--- src/rtl/uart_tx_pkg.sv ---
// Shared types and constants for the 8N1 UART transmitter.
package uart_tx_pkg;

  localparam int DataBits = 8;

  typedef enum logic [2:0] {
    IDLE,
    START,
    DATA,
    PARITY,
    STOP
  } tx_state_e;

endpackage

--- src/rtl/uart_transmitter.sv ---
// 8N1 UART transmitter with a one-byte holding register for gap-free frames.
// Optional parity bit after DATA when UART_TX_PARITY_EN is defined (sense set by ParityOdd).
// States: IDLE idle/line high | START start bit | DATA 8 data bits | PARITY parity bit | STOP stop bit
module uart_transmitter
  import uart_tx_pkg::*;
#(
  parameter logic ParityOdd = 1'b0
) (
  input  logic        clk_i,
  input  logic        rst_ni,
  input  logic [15:0] clks_per_bit_i,
  input  logic        tx_valid_i,
  input  logic [7:0]  tx_byte_i,
  output logic        tx_ready_o,
  output logic        o_tx_serial,
  output logic        o_tx_active,
  output logic        o_tx_done
);

  tx_state_e           state_q, state_d;
  logic [15:0]         cpb_q, cpb_d, cpb_sat;
  logic [15:0]         clk_cnt_q, clk_cnt_d;
  logic [2:0]          bit_idx_q, bit_idx_d;
  logic [DataBits-1:0] shifter_q, shifter_d;
  logic [DataBits-1:0] hold_q, hold_d;
  logic                hold_full_q, hold_full_d;
  logic                serial_q, serial_d;
  logic                active_q, active_d;
  logic                done_q, done_d;
  logic                accept, bit_end, last_stop;

  assign tx_ready_o  = ~hold_full_q;
  assign accept      = tx_valid_i & tx_ready_o;
  assign cpb_sat     = (clks_per_bit_i == 16'd0) ? 16'd1 : clks_per_bit_i;
  assign bit_end     = (clk_cnt_q == cpb_q - 16'd1);
  assign last_stop   = (state_q == STOP) && bit_end;
  assign o_tx_serial = serial_q;
  assign o_tx_active = active_q;
  assign o_tx_done   = done_q;

  always_ff @(posedge clk_i or negedge rst_ni) begin
    if (!rst_ni) begin
      state_q     <= IDLE;
      cpb_q       <= '0;
      clk_cnt_q   <= '0;
      bit_idx_q   <= '0;
      shifter_q   <= '0;
      hold_q      <= '0;
      hold_full_q <= 1'b0;
      serial_q    <= 1'b1;
      active_q    <= 1'b0;
      done_q      <= 1'b0;
    end else begin
      state_q     <= state_d;
      cpb_q       <= cpb_d;
      clk_cnt_q   <= clk_cnt_d;
      bit_idx_q   <= bit_idx_d;
      shifter_q   <= shifter_d;
      hold_q      <= hold_d;
      hold_full_q <= hold_full_d;
      serial_q    <= serial_d;
      active_q    <= active_d;
      done_q      <= done_d;
    end
  end

  always_comb begin
    state_d     = state_q;
    cpb_d       = cpb_q;
    bit_idx_d   = bit_idx_q;
    shifter_d   = shifter_q;
    hold_d      = hold_q;
    hold_full_d = hold_full_q;
    clk_cnt_d   = (state_q != IDLE && !bit_end) ? clk_cnt_q + 16'd1 : 16'd0;
    if (accept && state_q != IDLE) begin
      hold_d      = tx_byte_i;
      hold_full_d = 1'b1;
    end
    case (state_q)
      IDLE: if (accept) begin
        state_d   = START;
        shifter_d = tx_byte_i;
        cpb_d     = cpb_sat;
      end
      START: if (bit_end) begin
        state_d   = DATA;
        bit_idx_d = '0;
      end
      DATA: if (bit_end) begin
        bit_idx_d = bit_idx_q + 3'd1;
        if (bit_idx_q == 3'(DataBits - 1)) begin
`ifdef UART_TX_PARITY_EN
          state_d = PARITY;
`else
          state_d = STOP;
`endif
        end
      end
`ifdef UART_TX_PARITY_EN
      PARITY: if (bit_end) state_d = STOP;
`endif
      // A pending byte (held or offered right now) chains straight into START.
      STOP: if (bit_end) begin
        if (hold_full_q) begin
          state_d     = START;
          shifter_d   = hold_q;
          hold_full_d = 1'b0;
          cpb_d       = cpb_sat;
        end else if (accept) begin
          state_d     = START;
          shifter_d   = tx_byte_i;
          hold_full_d = 1'b0;
          cpb_d       = cpb_sat;
        end else begin
          state_d = IDLE;
        end
      end
      default: state_d = IDLE;
    endcase
  end

  always_comb begin
    serial_d = 1'b1;
    case (state_d)
      START:   serial_d = 1'b0;
      DATA:    serial_d = shifter_d[bit_idx_d];
`ifdef UART_TX_PARITY_EN
      PARITY:  serial_d = (^shifter_d) ^ ParityOdd;
`endif
      default: serial_d = 1'b1;
    endcase
    active_d = (state_d != IDLE);
    done_d   = last_stop;
  end

`ifndef UART_TX_PARITY_EN
  logic unused_parity_odd;
  assign unused_parity_odd = ParityOdd;
`endif

endmodule

--- config.mk ---
export PLATFORM = sky130hd
export DESIGN_NAME = uart_transmitter
export DESIGN_NICKNAME = d
export VERILOG_FILES = /design/src/rtl/uart_tx_pkg.sv /design/src/rtl/uart_transmitter.sv
export SDC_FILE = /design/constraint.sdc
export NUM_CORES = 1
export LEC_CHECK = 0
export ABC_AREA = 0
export BUFFER_PORTS_ARGS = -buffer_cell sky130_fd_sc_hd__buf_2
export CORE_ASPECT_RATIO = 0.7
export CORE_MARGIN = 4
export CORE_UTILIZATION = 60
export CTS_CLUSTER_DIAMETER = 100
export DETAILED_ROUTE_END_ITERATION = 8
export PLACE_DENSITY_LB_ADDON = 0.3
export SKIP_LAST_GASP = 1
export SYNTH_ARGS = -nofsm -noshare
export SYNTH_HDL_FRONTEND = slang
export SYNTH_SLANG_ARGS = --single-unit
--- constraint.sdc ---
create_clock -name clk_i -period 4 [get_ports clk_i]
set_input_delay 0.2 -clock clk_i [delete_from_list [all_inputs] [get_ports clk_i]]
set_output_delay 0.2 -clock clk_i [all_outputs]
set_load 0.02 [all_outputs]
==> results of run 1 <==
[how the worst max path moves through the flow]
| stage | endpoint | start | slack [ns] |
|---|---|---|---|
| CTS | o_tx_serial | cpb_q[0] | 0.22 |
| global route | o_tx_serial | cpb_q[0] | 0.01 |
| finish | o_tx_serial | cpb_q[0] | 0.36 |
| floorplan | o_tx_serial | cpb_q[2] | 0.48 |
| global placement | o_tx_serial | cpb_q[0] | 0.44 |
| detailed placement | o_tx_serial | cpb_q[0] | 0.24 |
[where the power goes]
part	leakage [uW]	switching, uW	total, uW	internal [uW]
clock network	0.0000873	247	532	284
logic	0.000932	492	925	433
registers	0.000712	254	1010	757
[per-stage QoR]
| step | cell area, um^2 | hold WS, ns | util |
|---|---|---|---|
| 6_report | 4010 | 0.00365 | 0.693 |
| 5_1_grt | 4010 | 0.0585 | 0.693 |
| 4_1_cts | 4000 | 0.0236 | 0.692 |
| 3_5_place_dp | 3810 | 0.395 | 0.658 |
| 3_3_place_gp | 3810 | 0.389 | 0.658 |
| 2_1_floorplan | 3630 | -0.0956 | - |
[cell type report]
type                            count  area (um^2)  share of cell area
Multi-Input combinational cell    288         2040               0.508
Sequential cell                    58         1450               0.362
Timing Repair Buffer               36          195              0.0487
Clock buffer                        9          124              0.0309
Tap cell                           75         93.8              0.0234
Clock inverter                      7         70.1              0.0175
Inverter                           10         37.5             0.00936
[metal layers]
metal	track usage	wire, um	part of all wire
met1	0.391	4000	0.48
met2	0.328	3440	0.41
met3	0.0592	771	0.093
met4	0.0693	80	0.0097
met5	0	0	0
[cell usage after synthesis, drive strengths merged (10+ instances only)]
library cell and instances:
xnor2 18, a21oi 16, mux2i 13, xor2 15, nand2 27, mux2 25
nand3 16, inv 10, nor4 11, clkbuf 13, o21ai 16, nor2 31
dfrtp 57
[cell families (layout without fill, tap and decap cells)]
family / after synthesis / count (layout) / synth area share
xor gates and xnor gates: 33 / 33 / 0.0797
buffers and inverters: 30 / 62 / 0.0383
and+or+nand+nor: 140 / 140 / 0.214
DFF: 58 / 58 / 0.401
AOI/OAI and AO/OA: 72 / 72 / 0.136
adders and majority gates: 5 / 5 / 0.0173
muxes: 38 / 38 / 0.115
[timing repair]
| action | in CTS | in global routing |
|---|---|---|
| gates resized for setup | 0 | 1 |
| buffers inserted | 0 | 1 |
| setup endpoints to repair | 0 | 1 |
| endpoints found under the hold margin | 0 | 0 |
[sequential cells by signal, summed over array words and instances (netlist names)]
register and flops:
bit_idx_q 3, clk_cnt_q 16, cpb_q 16, hold_full_q 1, hold_q 8, o_tx_active 1, o_tx_done 1, o_tx_serial 1
shifter_q 8, state_q 3
[worst max-delay path, cell delays in order, from the launching register on]
cell and delay (ns):
dfrtp_1 0.44, inv_1 0.08, ha_1 0.23, or3b_2 0.50, nor4_1 0.18, o21ai_0 0.12
or3_1 0.36, nor4_4 0.32, inv_2 0.10, ha_1 0.28, nand3_1 0.07, o21ai_0 0.10
a21oi_2 0.21, nand2b_1 0.15, mux2i_1 0.08, a211oi_1 0.26, a211oi_1 0.07
==> metrics, run 1 <==
status finished clean; global-route wire length before repair 14000 um; Reg clk slew, reported paths 0.07 ns; Hold Path Class in -> async; WL per Instance about 17 um; asr flop ratio synth 1.00; Final Cycle Share 0.910; Syn Std Cell Area ~3600 um^2; final worst slack 0.358 ns; initial core utilization 0.627; Post-Syn Nets about 410; largest area contributor in the netlist dfrtp_1; CTS Sinks 58; # fillers 436; commonest non-fill, non-tap cell in the layout dfrtp_1; commonest cells after routing, fill and taps aside dfrtp_1 (57), nor2_1 (31), buf_2 (30); # DRC 0; Final Max Slew Viols 0; Post-Route WL slightly above 8000 um; Reg-to-Reg Start cpb_q[0]; Root Buffer clkbuf_8; setup tns final 0 ns; Cell Pwr Density 615 nW/um^2; achievable frequency around 270 MHz; Core Area approximately 5800 um^2; crit end category flop; EDFF count, synth 0; peak supply drop ~400 uV; hpwl dp 6190 um; min Tclk post-route approximately 3.6 ns; overflow left after global routing 0; H-tree levels 3; Total Nets Final 435; Chip Height roughly 73 um; Initial DRT Pass Iterations 5; RSZ-0062 raised after global routing no; DRT antenna net count 0; crit path max fanout 6; Synth area leaders dfrtp_1 (39%), mux2_1 (4.7%), xnor2_1 (4.3%); dpl ws around 0.24 ns; ant diodes 0; placed cell count 466; worst slew pin tran about 1.1 ns; critical path data required time 4.26 ns; # IOs 31; critical path class reg -> reg; die area roughly 7400 um^2; initial DRC count 326; Total GRT Usage 0.246; skew final 0.00865 ns; non-filler instance count after layout between 400 and 500; register area share after synthesis 0.401; layout cells sized above 1 0.181; initial antenna violation count 0; endpoints failing hold 0; post-synth top area share 0.393; number of port buffers 30; Max Cap Violations 0; setup violation total in the final timing report 0; Worst R2R End o_tx_serial; CTS Hold Bufs 0; max_slew headroom 0.288; Worst Setup Start Kind flop; Netlist cell types 64; R2R depth 16; Yosys reg bits slightly below 60; Clock Path Buffers 2; vias per cell 6.34; Synth Warn # 0; Leak Pwr 0.00173 uW; vias in the first global route roughly 2700; Final GP Congestion about 0.9; largest net degree at the start of global routing between 50 and 60; R2R Setup Slk between 0.3 and 0.4 ns; Gate Count Post-Synth approximately 380; TritonCTS clock tree yes; DIE WIDTH approximately 100 um; total number of vias just over 3000; syn_area_per_cell just under 10 um^2; std cell rows 23; Area growth syn-to-layout 10.6%; Main synth FF type dfrtp_1; total power 2470 uW; Num CTS Buffers 9; Clock Latency Late Sink ~0.34 ns; CP Data Arrival Time 3.91 ns
(Power assumes the default switching activity.)
==> run 2: changes to the inputs <==
Settings changed: CTS_CLUSTER_DIAMETER 100 to 40, MAX_ROUTING_LAYER set to met4.
==> metrics, run 2 (synthesis gave the netlist of run 1 again) <==
Chip Height 73.0 um (unchanged); sw frac 0.383 (was 0.402); largest net degree at the start of global routing 59 (unchanged); DRT antenna net count 0 (unchanged); Cell Pwr Density 635 nW/um^2 (was 615 nW/um^2); Clock power frac 0.245 (was 0.215); worst setup path start cpb_q[4] (was cpb_q[0]); Root Buffer clkbuf_8 (unchanged); vias per cell 6.27 (was 6.34); # IOs 31 (unchanged); Post-CTS Setup Bufs 0 (unchanged); Area growth syn-to-layout 11.9% (was 10.6%); # fillers 431 (was 436); sequential power share 0.394 (was 0.410); die area 7370 um^2 (unchanged); min Tclk post-route 3.77 ns (was 3.64 ns); peak supply drop 423 uV (was 401 uV); H-tree levels 3 (unchanged); Gate power share 0.362 (was 0.375); setup violation total in the final timing report 0 (unchanged); Final Cycle Share 0.943 (was 0.910); Total Nets Final 435 (unchanged); TritonCTS clock tree yes (unchanged); Worst Setup Start Kind flop (unchanged); # DRC 0 (unchanged); achievable frequency 265 MHz (was 275 MHz); dpl cell area 3810 um^2 (about the same); Total GRT Usage 0.267 (was 0.246); Final Cell Area 4060 um^2 (was 4010 um^2); vias in the first global route 2885 (was 2718); Reg clk slew, reported paths 0.07 ns (about the same); GR Layer Usage met1 0.392 (was 0.391); Post-Route WL 8670 um (was 8290 um); skew final 0.00870 ns (was 0.00865 ns); Clock Latency Late Sink 0.34 ns (about the same); max_slew headroom 0.342 (was 0.288); hpwl dp 6250 um (was 6190 um); total number of vias 3027 (was 3064); Reg-to-Reg Start cpb_q[4] (was cpb_q[0]); Num CTS Buffers 9 (unchanged); commonest non-fill, non-tap cell in the layout dfrtp_1 (unchanged); R2R depth 14 (was 16); worst slew pin tran 0.987 ns (was 1.06 ns); initial core utilization 0.627 (unchanged); critical path class reg -> reg (unchanged); Final GP Congestion 0.946 (was 0.915); Core Area 5780 um^2 (unchanged); status finished clean (unchanged); Worst R2R End o_tx_serial (unchanged); layout cells sized above 1 0.186 (was 0.181); DIE WIDTH 101 um (unchanged); commonest cells after routing, fill and taps aside dfrtp_1 (56), nor2_1 (31), buf_2 (30) (was dfrtp_1 (57), nor2_1 (31), buf_2 (30)); Multi-input gate area 2040 um^2 (about the same); Final Max Slew Viols 0 (unchanged); met2 usage 0.365 (was 0.328); CTS Hold Bufs 0 (unchanged); post-CTS sizing 0 (unchanged); initial antenna violation count 0 (unchanged); Initial DRT Pass Iterations 5 (unchanged); non-filler instance count after layout 483 (unchanged); number of port buffers 30 (unchanged); Max Cap Violations 0 (unchanged); std cell rows 23 (unchanged); top flop regs clk_cnt_q x16, cpb_q x16 (unchanged); overflow left after global routing 0 (unchanged); Critical Path End o_tx_serial (unchanged); placed cell count 467 (was 466); WL per Instance 18.0 um (was 17.2 um); internal power 1590 uW (was 1470 uW); CTS Sinks 58 (unchanged); Reg area 1450 um^2 (about the same); crit path max fanout 9 (was 6); Hold Path Class in -> async (unchanged); ant diodes 0 (unchanged); initial DRC count 306 (was 326); R2R Setup Slk 0.23 ns (was 0.36 ns); crit end category flop (unchanged); GRT Max-Usage Layer met1 (unchanged); critical path data required time 4.25 ns (was 4.26 ns); met3 Resource Use GR 0.0716 (was 0.0592); global-route wire length before repair 14700 um (was 14000 um); Leak Pwr 0.00176 uW (was 0.00173 uW); CP Data Arrival Time 4.03 ns (was 3.91 ns); endpoints failing hold 0 (unchanged); Clock Path Buffers 2 (unchanged); Switch Pwr 988 uW (was 993 uW)
[run 2: area by class of cell]
type | instances | area share
clock inverter | 4 | 0.0179
sequential | 58 | 0.358
tap | 75 | 0.0231
inverter | 10 | 0.00925
clock buffer | 12 | 0.0407
timing repair buffer | 36 | 0.0481
multi-input combinational | 288 | 0.503
[run 2: critical path: stages (launching register included)]
cell and delay (ns):
dfrtp_1 0.48, or4_1 0.62, nor2_1 0.19, a41oi_1 0.18
or3_1 0.44, nor4_4 0.31, inv_2 0.09, ha_1 0.27
nand3_1 0.09, o21ai_0 0.13, a21oi_2 0.28, nand2b_1 0.15
mux2i_1 0.08, a211oi_1 0.28, a211oi_1 0.09
[run 2: worst min-delay path by stage]
stage	to	cells past startpoint	slack (ns)
after floorplan	bit_idx_q[0]	0	-0.1
after detailed placement	clk_cnt_q[12]	2	0.38
after global placement	clk_cnt_q[12]	2	0.39
after CTS	hold_q[5]	2	0.02
final	clk_cnt_q[6]	2	0.004
after global routing	clk_cnt_q[12]	2	0.06
[run 2: routing by layer]
metal	wire length [um]	vias up
met1	4130	1468
met2	3710	110
met5	0	-
met3	708	19
li1	-	1430
met4	127	0
[run 2: power groups by stage]
stage	registers, uW	clock network (uW)	logic (uW)
floorplan	911	0	774
finish	1020	631	933
detailed placement	1010	0	909
CTS	1000	637	916
global route	1050	669	1050
global placement	997	0	878
[run 2: metrics by stage]
stage / utilization / total power [uW] / hold WS (ns) / setup TNS [ns] / worst slack [ns]
floorplan: - / 1680 / -0.0956 / 0 / 0.477
global placement: 0.659 / 1870 / 0.391 / 0 / 0.446
detailed placement: 0.659 / 1920 / 0.383 / 0 / 0.182
CTS: 0.700 / 2560 / 0.0238 / 0 / 0.182
global route: 0.702 / 2770 / 0.0637 / -0.000796 / -0.000796
finish: 0.702 / 2580 / 0.00374 / 0 / 0.227
==> run 3: changes to the inputs <==
--- a/config.mk
+++ b/config.mk
@@ -7,10 +7,10 @@
 export LEC_CHECK = 0
 export ABC_AREA = 0
-export BUFFER_PORTS_ARGS = -buffer_cell sky130_fd_sc_hd__buf_2
 export CORE_ASPECT_RATIO = 0.7
 export CORE_MARGIN = 4
-export CORE_UTILIZATION = 60
+export CORE_UTILIZATION = 64
 export CTS_CLUSTER_DIAMETER = 40
 export DETAILED_ROUTE_END_ITERATION = 8
+export DONT_BUFFER_PORTS = 1
 export MAX_ROUTING_LAYER = met4
 export PLACE_DENSITY_LB_ADDON = 0.3
==> constraint.sdc (replaced) <==
create_clock -name clk_i -period 4 [get_ports clk_i]
set_input_delay 0.4 -clock clk_i [delete_from_list [all_inputs] [get_ports clk_i]]
set_output_delay 0.4 -clock clk_i [all_outputs]
set_load 0.02 [all_outputs]
==> metrics, run 3 (synthesis gave the netlist of run 1 again) <==
non-filler instance count after layout 448 (was 483); status finished clean (unchanged); layout cells sized above 1 0.0984 (was 0.186); crit path max fanout 6 (was 9); critical path data required time 4.28 ns (was 4.25 ns); top flop regs clk_cnt_q x16, cpb_q x16 (unchanged); min Tclk post-route 3.71 ns (was 3.77 ns); Clock Latency Late Sink 0.35 ns (was 0.34 ns); CP peak stage delay 0.51 ns (was 0.62 ns); max_slew headroom 0.301 (was 0.342); initial antenna violation count 0 (unchanged); TritonCTS clock tree yes (unchanged); worst slew pin tran 1.04 ns (was 0.987 ns); critical path class reg -> reg (unchanged); post-CTS sizing 0 (unchanged); number of port buffers 0 (was 30); initial DRC count 295 (was 306); cell family with most CP delay simple AND/OR/NAND/NOR gates (unchanged); peak supply drop 493 uV (was 423 uV); total power 2380 uW (was 2580 uW); vias per cell 6.60 (was 6.27); Cell Pwr Density 621 nW/um^2 (was 635 nW/um^2); Hold Path Class in -> reg (was in -> async); initial core utilization 0.676 (was 0.627); Final Cycle Share 0.927 (was 0.943); final worst slack 0.292 ns (was 0.227 ns); vias in the first global route 2677 (was 2885); Reg clk slew, reported paths 0.07 ns (about the same); commonest non-fill, non-tap cell in the layout dfrtp_1 (unchanged); # fillers 400 (was 431); global-route wire length before repair 13700 um (was 14700 um); Worst Path Buf+Inv 2 (was 1); ordered list of cells on the worst path inv_1, ha_1, or3b_2, nor4_1, o21ai_0, or3_1, nor4_4, inv_2, ha_1, nand3_1, o21ai_0, a21oi_1, nand2b_1, mux2i_1, a211oi_1, a211oi_1 (was or4_1, nor2_1, a41oi_1, or3_1, nor4_4, inv_2, ha_1, nand3_1, o21ai_0, a21oi_2, nand2b_1, mux2i_1, a211oi_1, a211oi_1); Chip Height 71.0 um (was 73.0 um); commonest cells after routing, fill and taps aside dfrtp_1 (57), nor2_1 (31), nand2_1 (27) (was dfrtp_1 (56), nor2_1 (31), buf_2 (30)); placed cell count 430 (was 467); Num CTS Buffers 9 (unchanged); CP Data Arrival Time 3.99 ns (was 4.03 ns); H-tree levels 3 (unchanged); dpl ws 0.294 ns (was 0.182 ns); WL per Instance 19.0 um (was 18.0 um); endpoints failing hold 0 (unchanged); total number of vias 2955 (was 3027); ant diodes 0 (unchanged); achievable frequency 270 MHz (was 265 MHz); setup tns final 0 ns (unchanged); die area 6950 um^2 (was 7370 um^2); crit end category flop (unchanged); Post-Route WL 8490 um (was 8670 um); DIE WIDTH 98.0 um (was 101 um); Leak Pwr 0.00161 uW (was 0.00176 uW); R2R depth 16 (was 14); Root Buffer clkbuf_8 (unchanged); Reg-to-Reg Start cpb_q[0] (was cpb_q[4]); # DRC 0 (unchanged); skew final 0.00776 ns (was 0.00870 ns); # IOs 31 (unchanged); Clock Path Buffers 2 (unchanged); Core Area 5370 um^2 (was 5780 um^2); hpwl dp 6170 um (was 6250 um); R2R Setup Slk 0.29 ns (was 0.23 ns); Area growth syn-to-layout 5.66% (was 11.9%); Final Max Slew Viols 0 (unchanged); Total Nets Final 403 (was 435); Worst Setup Start Kind flop (unchanged); CTS Sinks 58 (unchanged); Max Cap Violations 0 (unchanged); overflow left after global routing 0 (unchanged); DRT antenna net count 0 (unchanged); largest net degree at the start of global routing 59 (unchanged); Initial DRT Pass Iterations 5 (unchanged); highest-delay cell along the critical path or3b_2 (was or4_1); HP Start clks_per_bit_i[15]; hold path endpoint cpb_q[15]; std cell rows 22 (was 23); Hold Path Stages 1; RSZ-0062 raised after global routing no; Worst R2R End o_tx_serial (unchanged); Final GP Congestion 0.921 (was 0.946); setup violation total in the final timing report 0 (unchanged); Total GRT Usage 0.260 (was 0.267)
run 3: cell count changes in the layout (fill, tap and decap cells not counted), sizes merged:
cell	delta
clkinv	+2
clkbuf	+1
buf	-33
dlygate4sd3	+1
clkinvlp	-1
bufinv	-2
run 3: layer usage:
metal,wire length (um),GRT usage,up-vias
li1,-,-,1366
met1,3930,0.387,1394
met3,949,0.0700,16
met4,140,0.0799,0
met5,0,-,-
met2,3480,0.342,179
run 3: worst max-delay path by stage:
stage,start,depth (start not counted),slack (ns),endpoint
6_report,cpb_q[0],16,0.29,o_tx_serial
5_1_grt,cpb_q[0],16,0.009,o_tx_serial
4_1_cts,cpb_q[0],16,0.30,o_tx_serial
3_5_place_dp,cpb_q[0],16,0.29,o_tx_serial
3_3_place_gp,cpb_q[0],16,0.45,o_tx_serial
2_1_floorplan,cpb_q[2],16,0.48,o_tx_serial
run 3: cell type report:
class | instances | area [um^2] | area share
sequential | 58 | 1450 | 0.379
clock buffer | 13 | 149 | 0.0389
tap | 72 | 90.1 | 0.0235
inverter | 10 | 37.5 | 0.00980
timing repair buffer | 4 | 52.6 | 0.0137
multi-input combinational | 288 | 2030 | 0.531
clock inverter | 3 | 15.0 | 0.00392
run 3: stage by stage:
stage / util / instance area, um^2 / hold WS, ns
finish: 0.714 / 3830 / 0.176
global route: 0.714 / 3830 / 0.170
CTS: 0.714 / 3830 / 0.174
detailed placement: 0.676 / 3630 / 0.107
global placement: 0.676 / 3630 / 0.106
floorplan: - / 3630 / 0.104
run 3: power breakdown:
group          switching [uW]  leakage [uW]  internal, uW
combinational             475      0.000807           412
sequential                267      0.000712           758
clock                     230     0.0000872           239
run 3: repair_timing:
action	in CTS	in global routing
endpoints found under the hold margin	58	0
buffers inserted	0	0
hold buffers	2	0
